`config.mk`:
```
export PLATFORM = sky130hd
export DESIGN_NAME = serial_ripple_subtractor
export DESIGN_NICKNAME = d
export VERILOG_FILES = /design/src/rtl/serial_ripple_subtractor.sv
export SDC_FILE = /design/constraint.sdc
export NUM_CORES = 1
export LEC_CHECK = 0
export ABC_AREA = 1
export BUFFER_PORTS_ARGS = -buffer_cell sky130_fd_sc_hd__buf_2
export CORE_ASPECT_RATIO = 1.1
export CORE_UTILIZATION = 40
export DETAILED_ROUTE_END_ITERATION = 8
export PLACE_DENSITY_LB_ADDON = 0.2
export SETUP_SLACK_MARGIN = 0.15
export SLEW_MARGIN = 20
export SYNTH_ARGS = -nofsm -noshare
export SYNTH_HDL_FRONTEND = slang
export SYNTH_SLANG_ARGS = --single-unit
```
`constraint.sdc`:
```
create_clock -name clk -period 2.3 [get_ports clk]
set_input_delay 0.345 -clock clk [delete_from_list [all_inputs] [get_ports clk]]
set_output_delay 0.345 -clock clk [all_outputs]
set_load 0.005 [all_outputs]
```
`src/rtl/serial_ripple_subtractor.sv`:
```
// Bit-serial ripple-borrow subtractor: D = A - B, one bit per clock, LSB first.
// Operands arrive on a valid/ready handshake; the result leaves on a second one.
module serial_ripple_subtractor #(
    parameter int unsigned W = 4
) (
    input  logic         clk,
    input  logic         rst_n,
    input  logic         in_valid,
    output logic         in_ready,
    input  logic [W-1:0] A,
    input  logic [W-1:0] B,
    output logic         out_valid,
    input  logic         out_ready,
    output logic [W-1:0] D,
    output logic         Bout
);

    localparam int unsigned CW = $clog2(W) + 1;

    typedef enum logic [1:0] {
        IDLE = 2'd0,
        RUN  = 2'd1,
        DONE = 2'd2
    } state_t;

    state_t          state;
    logic [W-1:0]    a_sr;
    logic [W-1:0]    b_sr;
    logic [W-1:0]    diff_sr;
    logic            br;
    logic [CW-1:0]   cnt;

    logic            a_bit;
    logic            b_bit;
    logic            d_bit;
    logic            br_nxt;
    logic            last_bit;
    logic [W-1:0]    diff_nxt;

    // One full-subtractor bit step on the current LSBs, plus the shifted working difference
    always_comb begin
        a_bit    = a_sr[0];
        b_bit    = b_sr[0];
        d_bit    = a_bit ^ b_bit ^ br;
        br_nxt   = (~a_bit & b_bit) | (~(a_bit ^ b_bit) & br);
        diff_nxt = diff_sr >> 1;
        diff_nxt[W-1] = d_bit;
        last_bit = (cnt == CW'(W - 1));
    end

    // Control FSM and datapath registers; in_ready mirrors state == IDLE as a flop
    always_ff @(posedge clk or negedge rst_n) begin
        if (!rst_n) begin
            state     <= IDLE;
            in_ready  <= 1'b1;
            out_valid <= 1'b0;
            D         <= '0;
            Bout      <= 1'b0;
            a_sr      <= '0;
            b_sr      <= '0;
            diff_sr   <= '0;
            br        <= 1'b0;
            cnt       <= '0;
        end else begin
            case (state)
                IDLE: begin
                    if (in_valid) begin
                        a_sr     <= A;
                        b_sr     <= B;
                        diff_sr  <= '0;
                        br       <= 1'b0;
                        cnt      <= '0;
                        in_ready <= 1'b0;
                        state    <= RUN;
                    end
                end
                RUN: begin
                    a_sr    <= a_sr >> 1;
                    b_sr    <= b_sr >> 1;
                    diff_sr <= diff_nxt;
                    br      <= br_nxt;
                    cnt     <= cnt + CW'(1);
                    if (last_bit) begin
                        D         <= diff_nxt;
                        Bout      <= br_nxt;
                        out_valid <= 1'b1;
                        state     <= DONE;
                    end
                end
                DONE: begin
                    if (out_ready) begin
                        out_valid <= 1'b0;
                        in_ready  <= 1'b1;
                        state     <= IDLE;
                    end
                end
                default: begin
                    out_valid <= 1'b0;
                    in_ready  <= 1'b1;
                    state     <= IDLE;
                end
            endcase
        end
    end

endmodule

```
=== After elaboration in Yosys (flattened, before gate mapping) ===
Cells that the tools add are included.

* Multiplexer cells: 19
* Equality and inequality tests: 6
* Reductions and logical operators: 7
* Bitwise logic cells: 9
* Add/sub/neg operators: 1

{| class="wikitable"
|+ Operators by type and width
! cell !! number
|-
| 4-bit one-hot mux with 2 select lines || 3
|-
| 4-bit 2-to-1 mux || 3
|-
| 3-bit AND reduction || 3
|-
| 2-bit 2-to-1 mux || 3
|-
| 2-bit != test, second input constant || 3
|-
| 1-bit one-hot mux with 3 select lines || 2
|-
| 2-bit one-hot mux with 3 select lines || 1
|-
| 3-bit one-hot mux with 2 select lines || 1
|-
| 1-bit 2-to-1 mux || 4
|-
| 1-bit inverter || 4
|-
| 2-bit AND reduction || 2
|-
| 3-bit by 1-bit adder with 3-bit output, second input constant || 1
|-
| 3-bit by 2-bit equality test with 1-bit output, second input constant || 1
|-
| 3-bit 2-to-1 mux || 1
|-
| 1-bit bitwise AND || 2
|-
| 2-bit by 1-bit equality test with 1-bit output, second input constant || 1
|-
| 2-bit equality test, second input constant || 1
|-
| 2-bit zero test || 1
|-
| 1-bit one-hot mux with 2 select lines || 1
|-
| 2-bit nonzero test || 1
|-
| 1-bit XOR || 2
|-
| 1-bit OR || 1
|}

* Logic and storage cells: 52
* Flip-flop bits (word level): 25
* Output and inout port bits: 7
* Input bits: 12

=== Depth between registers and ports, before layout ===
Gate-level depths: netlist of run 1.

* Depth in word-level cells: 5
* Mapped depth: 7
* Depth with buffers taken out: 6

=== Worst setup path before layout of run 1 ===
OpenSTA, ideal clock, no wires.

* Path kind: flip-flop to flip-flop
* Start point: reg cnt[0]
* End point: reg D[0]
* Period minus slack after synthesis: 1,169 ps
* Data required time: 2,226 ps
* Stages on the path, launching flop included: 7
* Data arrival time: 1,095 ps
* Setup slack: 1,131 ps
* Library setup time: 74 ps
* Path buffers: 1
* Cell sequence: dfrtp_1 > ha_1 > ha_1 > nand2_2 > buf_6 > nand2_1 > o21ai_2

* Cells in the longest elaborated chain, start to end: 2

{| class="wikitable"
|+ Ends and longest elaborated chain
! item !! line !! source
|-
| from (decl) || 31 || <nowiki>logic [CW-1:0] cnt;</nowiki>
|-
| from (signal assigned) || 82 || <nowiki>cnt <= cnt + CW'(1);</nowiki>
|-
| 3-bit by 2-bit equality test with 1-bit output || 48 || <nowiki>last_bit = (cnt == CW'(W - 1));</nowiki>
|-
| 2-bit AND reduction (no source line) || n/a ||
|-
| to (signal assigned) || 84 || <nowiki>D <= diff_nxt;</nowiki>
|-
| to (decl) || 14 || <nowiki>output logic [W-1:0] D,</nowiki>
|}

No other way between the ends.
A chain may end at the register's enable or synchronous reset.

=== Worst setup path after layout of run 1 ===
Same ends and word-level chain as after synthesis.

==> results of run 1 <==
worst max-delay path, delay by kind of cell, from the launching register on:
family	cells	cell delay, ps
flip-flops	1	440
AO/OA/AOI/OAI	1	60
adder cells (fa/ha/maj)	2	450
AND/OR/NAND/NOR	2	340
flip-flops by register name (all words and copies together), names as in the netlist:
| name | flops |
|---|---|
| b_sr | 4 |
| cnt | 3 |
| br | 1 |
| in_ready | 1 |
| out_valid | 1 |
| diff_sr | 3 |
| Bout | 1 |
| D | 4 |
| a_sr | 4 |
| state | 2 |
cell usage after synthesis:
master,count
nor2_2,1
a21oi_2,1
dfrtp_1,23
nand2_4,1
nor2_4,1
nor2_1,2
ha_1,2
dfstp_2,1
inv_2,2
nand2_2,3
o21ai_2,7
buf_4,2
inv_1,19
o21ai_0,5
nand2_1,38
fa_1,1
buf_6,3
nand3_1,16
where the power goes:
group	internal [uW]	leakage (uW)	switching, uW
combinational	275	0.000367	440
sequential	615	0.000301	129
clock	96.7	0.0000210	130
total	987	0.000689	698
metal layers:
| metal | global-route usage | share of wire | wire [um] | vias up |
|---|---|---|---|---|
| met5 | 0 | 0 | 0 | - |
| met1 | 0.195 | 0.48 | 964 | 391 |
| li1 | - | - | - | 425 |
| met3 | 0.0236 | 0.023 | 47 | 2 |
| met2 | 0.248 | 0.49 | 983 | 11 |
| met4 | 0.0677 | 0.0094 | 19 | 0 |
worst min-delay path by stage:
| stage | from | end | slack (ps) | cells after the start |
|---|---|---|---|---|
| finish | rst_n | D[2] | -10 | 1 |
| global route | rst_n | cnt[0] | 20 | 1 |
| CTS | rst_n | D[2] | 6 | 1 |
| detailed placement | rst_n | D[0] | 370 | 1 |
| global placement | rst_n | D[0] | 360 | 1 |
| floorplan | rst_n | Bout | 50 | 0 |
stage by stage:
step           instance area (um2)  hold WS (ps)  setup slack (ps)  power, uW
6_report                      1270         -10.0               941       1690
5_1_grt                       1270          24.0               846       1850
4_1_cts                       1270          6.00               925       1710
3_5_place_dp                  1230           370               970       1480
3_3_place_gp                  1230           362               977       1460
2_1_floorplan                 1150          49.4              1130       1350
logic make-up after synthesis:
group,Yosys count
DFF,24
buffers and inverters,26
and+or+nand+nor,62
adders and majority gates,3
AOI/OAI and AO/OA,13
final cells by class:
class | instances | area, um2 | share of cell area
flip-flops and latches | 24 | 602 | 0.475
well taps | 33 | 41.3 | 0.0326
multi-input cells | 78 | 418 | 0.330
inverters | 21 | 78.8 | 0.0623
repair buffers | 18 | 90.1 | 0.0711
clock buffers | 4 | 36.3 | 0.0287
cells in the final DEF (no fill, tap or decap):
master	count
fa_1	1
a21oi_2	1
clkbuf_8	1
nor2_2	1
nor2_4	1
nand2_4	1
ha_1	2
nor2_1	2
inv_2	2
o21ai_2	7
clkbuf_4	3
dfstp_2	1
o21ai_0	5
nand3_1	16
buf_2	18
dfrtp_1	23
inv_1	19
nand2_2	3
nand2_1	38
==> qor.yml, run 1 <==
status:
  status: "finished with violations"
  violations: "hold timing"
setup_path:
  worstSetupPathType: "reg2reg"
  crit_fanout: 11
  startpoint: "cnt[0]"
  cpMostUsedCell: "ha_1"
  required_ps: 2550
  crit_arrival_ps: 1610
  worst_setup_path_start_kind: "register"
  r2r_cells: 5
  crit_path_end: "D[0]"
  crit_chain: "ha_1 -> ha_1 -> nand2_2 -> nand2_1 -> o21ai_2"
  reg2reg_slack_ps: 940
  critPathCaptureType: "register"
  max_stage_delay_ps: 440
  r2r-start: "cnt[0]"
  rr_endpoint: "D[0]"
  cpMaxStageDelayCell: "dfrtp_1"
synth:
  synth_top_family_by_area: "simple AND/OR/NAND/NOR gates"
  synth_nets: 143
  synthCells: 128
  ys_seq_elements: 24
  synth-xor-area-share: 0
  syn_avg_cell_area_um2: 8.96
  synthDistinctLibCells: 18
  yosys.area_share.simple: 0.242
  ys_top_cells_by_area: "dfrtp_1 50%, nand2_1 12%, nand3_1 7.0%"
  ys_seq_area_frac: 0.525
  synthAdderAreaFrac: 0.0393
  synth.largest_area_cell: "dfrtp_1"
  synth_compound_area_frac: 0.0829
  netlist_area_um2: 1150
  synthMuxAreaShare: 0
  synth.top_cell.area_share: 0.502
  yosys_warnings: 0
timing:
  setup_viol: 0
  fin_crit_sh: 0.591
  hold_viol: 17
  fin_crit_ps: 1360
  finClkSkew_ps: 8.60
  tns_ps: 0
  max_slew_margin: 0.636
  fmax_mhz: 736
  hold-worst-slack_ps: -10.0
  final_max_slew_viol_count: 0
  rsz0062_at_grt: "no"
  worstMarginPinSlew_ps: 545
layout:
  synthToLayoutAreaGrowth_pct: 10.4
  fill_cells: 301
  fin_nets: 161
  finish.utilization: 0.460
  stdcell_count: 178
  n_antenna_cell: 0
  drive_gt1_frac: 0.269
route:
  drt-vias-per-instance: 4.66
  drt_wl_total_um: 2010
  vias: 829
  drc_errors: 0
  routedWlPerCell_um: 11.3
  drt-pass1-iter-count: 3
  drt_iter0_markers: 20
  postRouteAntennaNets: 0
clocking:
  hold_buffers: 0
  clk_pin_slew_ps: 140
  htreeDepth: 1
  clk_latency_ps: 320
  cts.sinks: 24
  cts_root_buf: "clkbuf_4"
  numCtsBuffers: 3
  cts_resized: 0
  cts_tree: "done"
  cts_setup_buffers: 0
  clk_path_buf_depth: 2
die:
  io-pin-count: 19
  fp.dieH_um: 58.2
  die_x_um: 53.1
  rows: 20
  core_um2: 2750
  start_util: 0.417
  die_area_um2: 3090
global_routing:
  antenna_found_initial: 0
  track_usage: 0.152
  grt-ovfl-total: 0
  grt_max_degree: 25
  grt_pass1_wl_um: 3390
  first_global_vias: 804
power:
  cellPowerDensity_nw_per_um2: 1330
  ir_worst_vdd_mv: 0.576
  leakagePower_uw: 0.000689
place:
  port_buffers: 18
  dp.cells: 174
  gp_congestion: 0.725
  dp_hpwl_um: 1410
job:
  drv_cap: 0
worst_hold_path:
  hold_class: "in2async"
No activity file was read; power rests on OpenSTA's default activity.
==> run 2, diff against run 1 <==
Settings changed: ABC_AREA 1 to 0.
Clock period 2.3 ns to 1.4 ns, I/O delays scaled along.
==> qor.yml, run 2 <==
status:
  status: "finished, final reports clean"
die:
  core_um2: 2570
  io-pin-count: 19
  die_area_um2: 3010
  start_util: 0.435
  rows: 19
  die_x_um: 52.4
  fp.dieH_um: 57.4
setup_path:
  r2r-start: "cnt[1]"
  worstSetupPathType: "reg2reg"
  crit_fanout: 6
  startpoint: "cnt[1]"
  reg2reg_slack_ps: 90
  rr_endpoint: "D[2]"
  crit_arrival_ps: 1530
  required_ps: 1610
  worst_setup_path_start_kind: "register"
  crit_path_end: "D[2]"
  critPathCaptureType: "register"
  r2r_cells: 4
timing:
  rsz0062_at_grt: "yes"
  fin_crit_ps: 1310
  worstMarginPinSlew_ps: 525
  finClkSkew_ps: 2.10
  hold_viol: 0
  fin_crit_sh: 0.938
  final_max_slew_viol_count: 0
  setup_viol: 0
  fmax_mhz: 761
  max_slew_margin: 0.650
  tns_ps: 0
synth:
  synth_enable_flop_cells: 0
  synth.top_cell.area_share: 0.515
  async_flop_share: 1.00
  synth.largest_area_cell: "dfrtp_1"
  yosys_warnings: 0
  ys_seq_elements: 24
  synthCells: 86
  netlist_area_um2: 1120
  synth.most_common_cell: "dfrtp_1"
  synth_nets: 101
  syn_avg_cell_area_um2: 13.0
  ys.flop_type: "dfrtp_1"
  synth_commonest_cells: "23 x dfrtp_1, 7 x nand2_1, 7 x o21ai_0, 6 x nand3b_1, 6 x o221a_1"
  ys_top_cells_by_area: "dfrtp_1 52%, o221a_1 6.0%, mux2_4 5.4%"
  synthDistinctLibCells: 25
  ys_seq_area_frac: 0.539
global_routing:
  grt_pass1_wl_um: 3200
  antenna_found_initial: 0
  track_usage: 0.147
  grt_max_degree: 25
  grt-ovfl-total: 0
  first_global_vias: 727
worst_hold_path:
  hold_class: "in2reg"
route:
  drc_errors: 0
  drt-vias-per-instance: 5.19
  routedWlPerCell_um: 13.4
  vias: 742
  drt-pass1-iter-count: 4
  postRouteAntennaNets: 0
  drt_iter0_markers: 1
  drt_wl_total_um: 1920
layout:
  final_common_cell: "dfrtp_1"
  seq_area_um2: 603
  final_cell_area_um2: 1310
  fill_cells: 245
  n_antenna_cell: 0
  fin_nets: 128
  top_regs: "D: 4 flops, a_sr: 4 flops, b_sr: 4 flops"
  final_cell_mix: "22 x dfrtp_1, 18 x buf_2, 7 x nand2_1, 7 x buf_4"
  synthToLayoutAreaGrowth_pct: 17.0
  multi_input_area_um2: 475
  drive_gt1_frac: 0.393
clocking:
  cts_tree: "done"
  numCtsBuffers: 3
  clk_path_buf_depth: 2
  clk_pin_slew_ps: 130
  clk_latency_ps: 310
  cts_root_buf: "clkbuf_4"
  cts.sinks: 24
  htreeDepth: 1
power:
  leakagePower_uw: 0.000624
  cellPowerDensity_nw_per_um2: 2130
  ir_worst_vdd_mv: 0.990
job:
  drv_cap: 0
place:
  port_buffers: 18
  dp_hpwl_um: 1370
  gp_congestion: 0.687
  dpl_cell_area_um2: 1230
run 2: cell count changes after synthesis, sizes merged, moves of 2 or more:
| cell | previous run | this run |
|---|---|---|
| nand2 | 42 | 7 |
| inv | 21 | 3 |
| nand3 | 16 | 0 |
| nand3b | 0 | 7 |
| o221a | 0 | 6 |
| o21ai | 12 | 7 |
| a22o | 0 | 4 |
| mux2 | 0 | 4 |
| nand2b | 0 | 3 |
| a21oi | 1 | 3 |
| buf | 5 | 3 |
| o22ai | 0 | 2 |
run 2: where the power goes:
group	internal (uW)	switching (uW)	total, uW
Combinational	700	528	1230
Clock	111	206	317
Sequential	1010	234	1250
run 2: final cells by class:
type                    count  share of cell area
flip-flops and latches     24               0.461
clock buffers               4              0.0201
multi-input cells          55               0.364
inverters                   3             0.00861
repair buffers             26               0.117
well taps                  31              0.0297
run 2: cell families after synthesis:
| logic type | after synthesis | synth area share |
|---|---|---|
| AOI/OAI and AO/OA | 23 | 0.158 |
| DFF | 24 | 0.539 |
| buffers and inverters | 7 | 0.0526 |
| adders and majority gates | 3 | 0.0403 |
| muxes | 4 | 0.0538 |
| and+or+nand+nor | 25 | 0.157 |
run 2: worst max-delay path, stage by stage (launching register included):
cell and delay [ps]:
dfrtp_1 410, ha_2 200, ha_4 170, nand3b_4 130
mux2_4 310
run 2: per-stage QoR:
step           utilization  hold WS (ps)  total power, uW  setup slack, ps  cells
6_report             0.509           130             2790             86.3    143
5_1_grt              0.509           139             3030             32.6    143
4_1_cts              0.502           130             2780             71.1    141
3_5_place_dp         0.479           221             2420             63.2    133
3_3_place_gp         0.479           219             2360             88.9    133
2_1_floorplan            -         -85.6             2160              151     86
run 2: how the worst min path moves through the flow:
stage	slack, ps	startpoint	depth (start not counted)	end
after floorplan	-90	rst_n	0	Bout
after global placement	220	rst_n	1	out_valid
after detailed placement	220	rst_n	1	D[0]
after CTS	130	A[3]	3	a_sr[3]
after global routing	140	B[3]	3	b_sr[3]
final	130	A[3]	3	a_sr[3]
run 2: what timing repair did:
item / in CTS / in global routing
pin swaps: 2 / 3
resized for setup: 1 / 2
endpoints found under the setup margin: 10 / 16
buffers inserted: 3 / 2
hold buffers: 1 / 0
hold endpoints to repair: 23 / 0
run 2: layer usage:
metal / routed length (um) / part of all wire / GRT usage
met1: 886 / 0.46 / 0.186
met2: 955 / 0.50 / 0.246
met3: 52 / 0.027 / 0.0240
met4: 26 / 0.014 / 0.0564
met5: 0 / 0 / 0
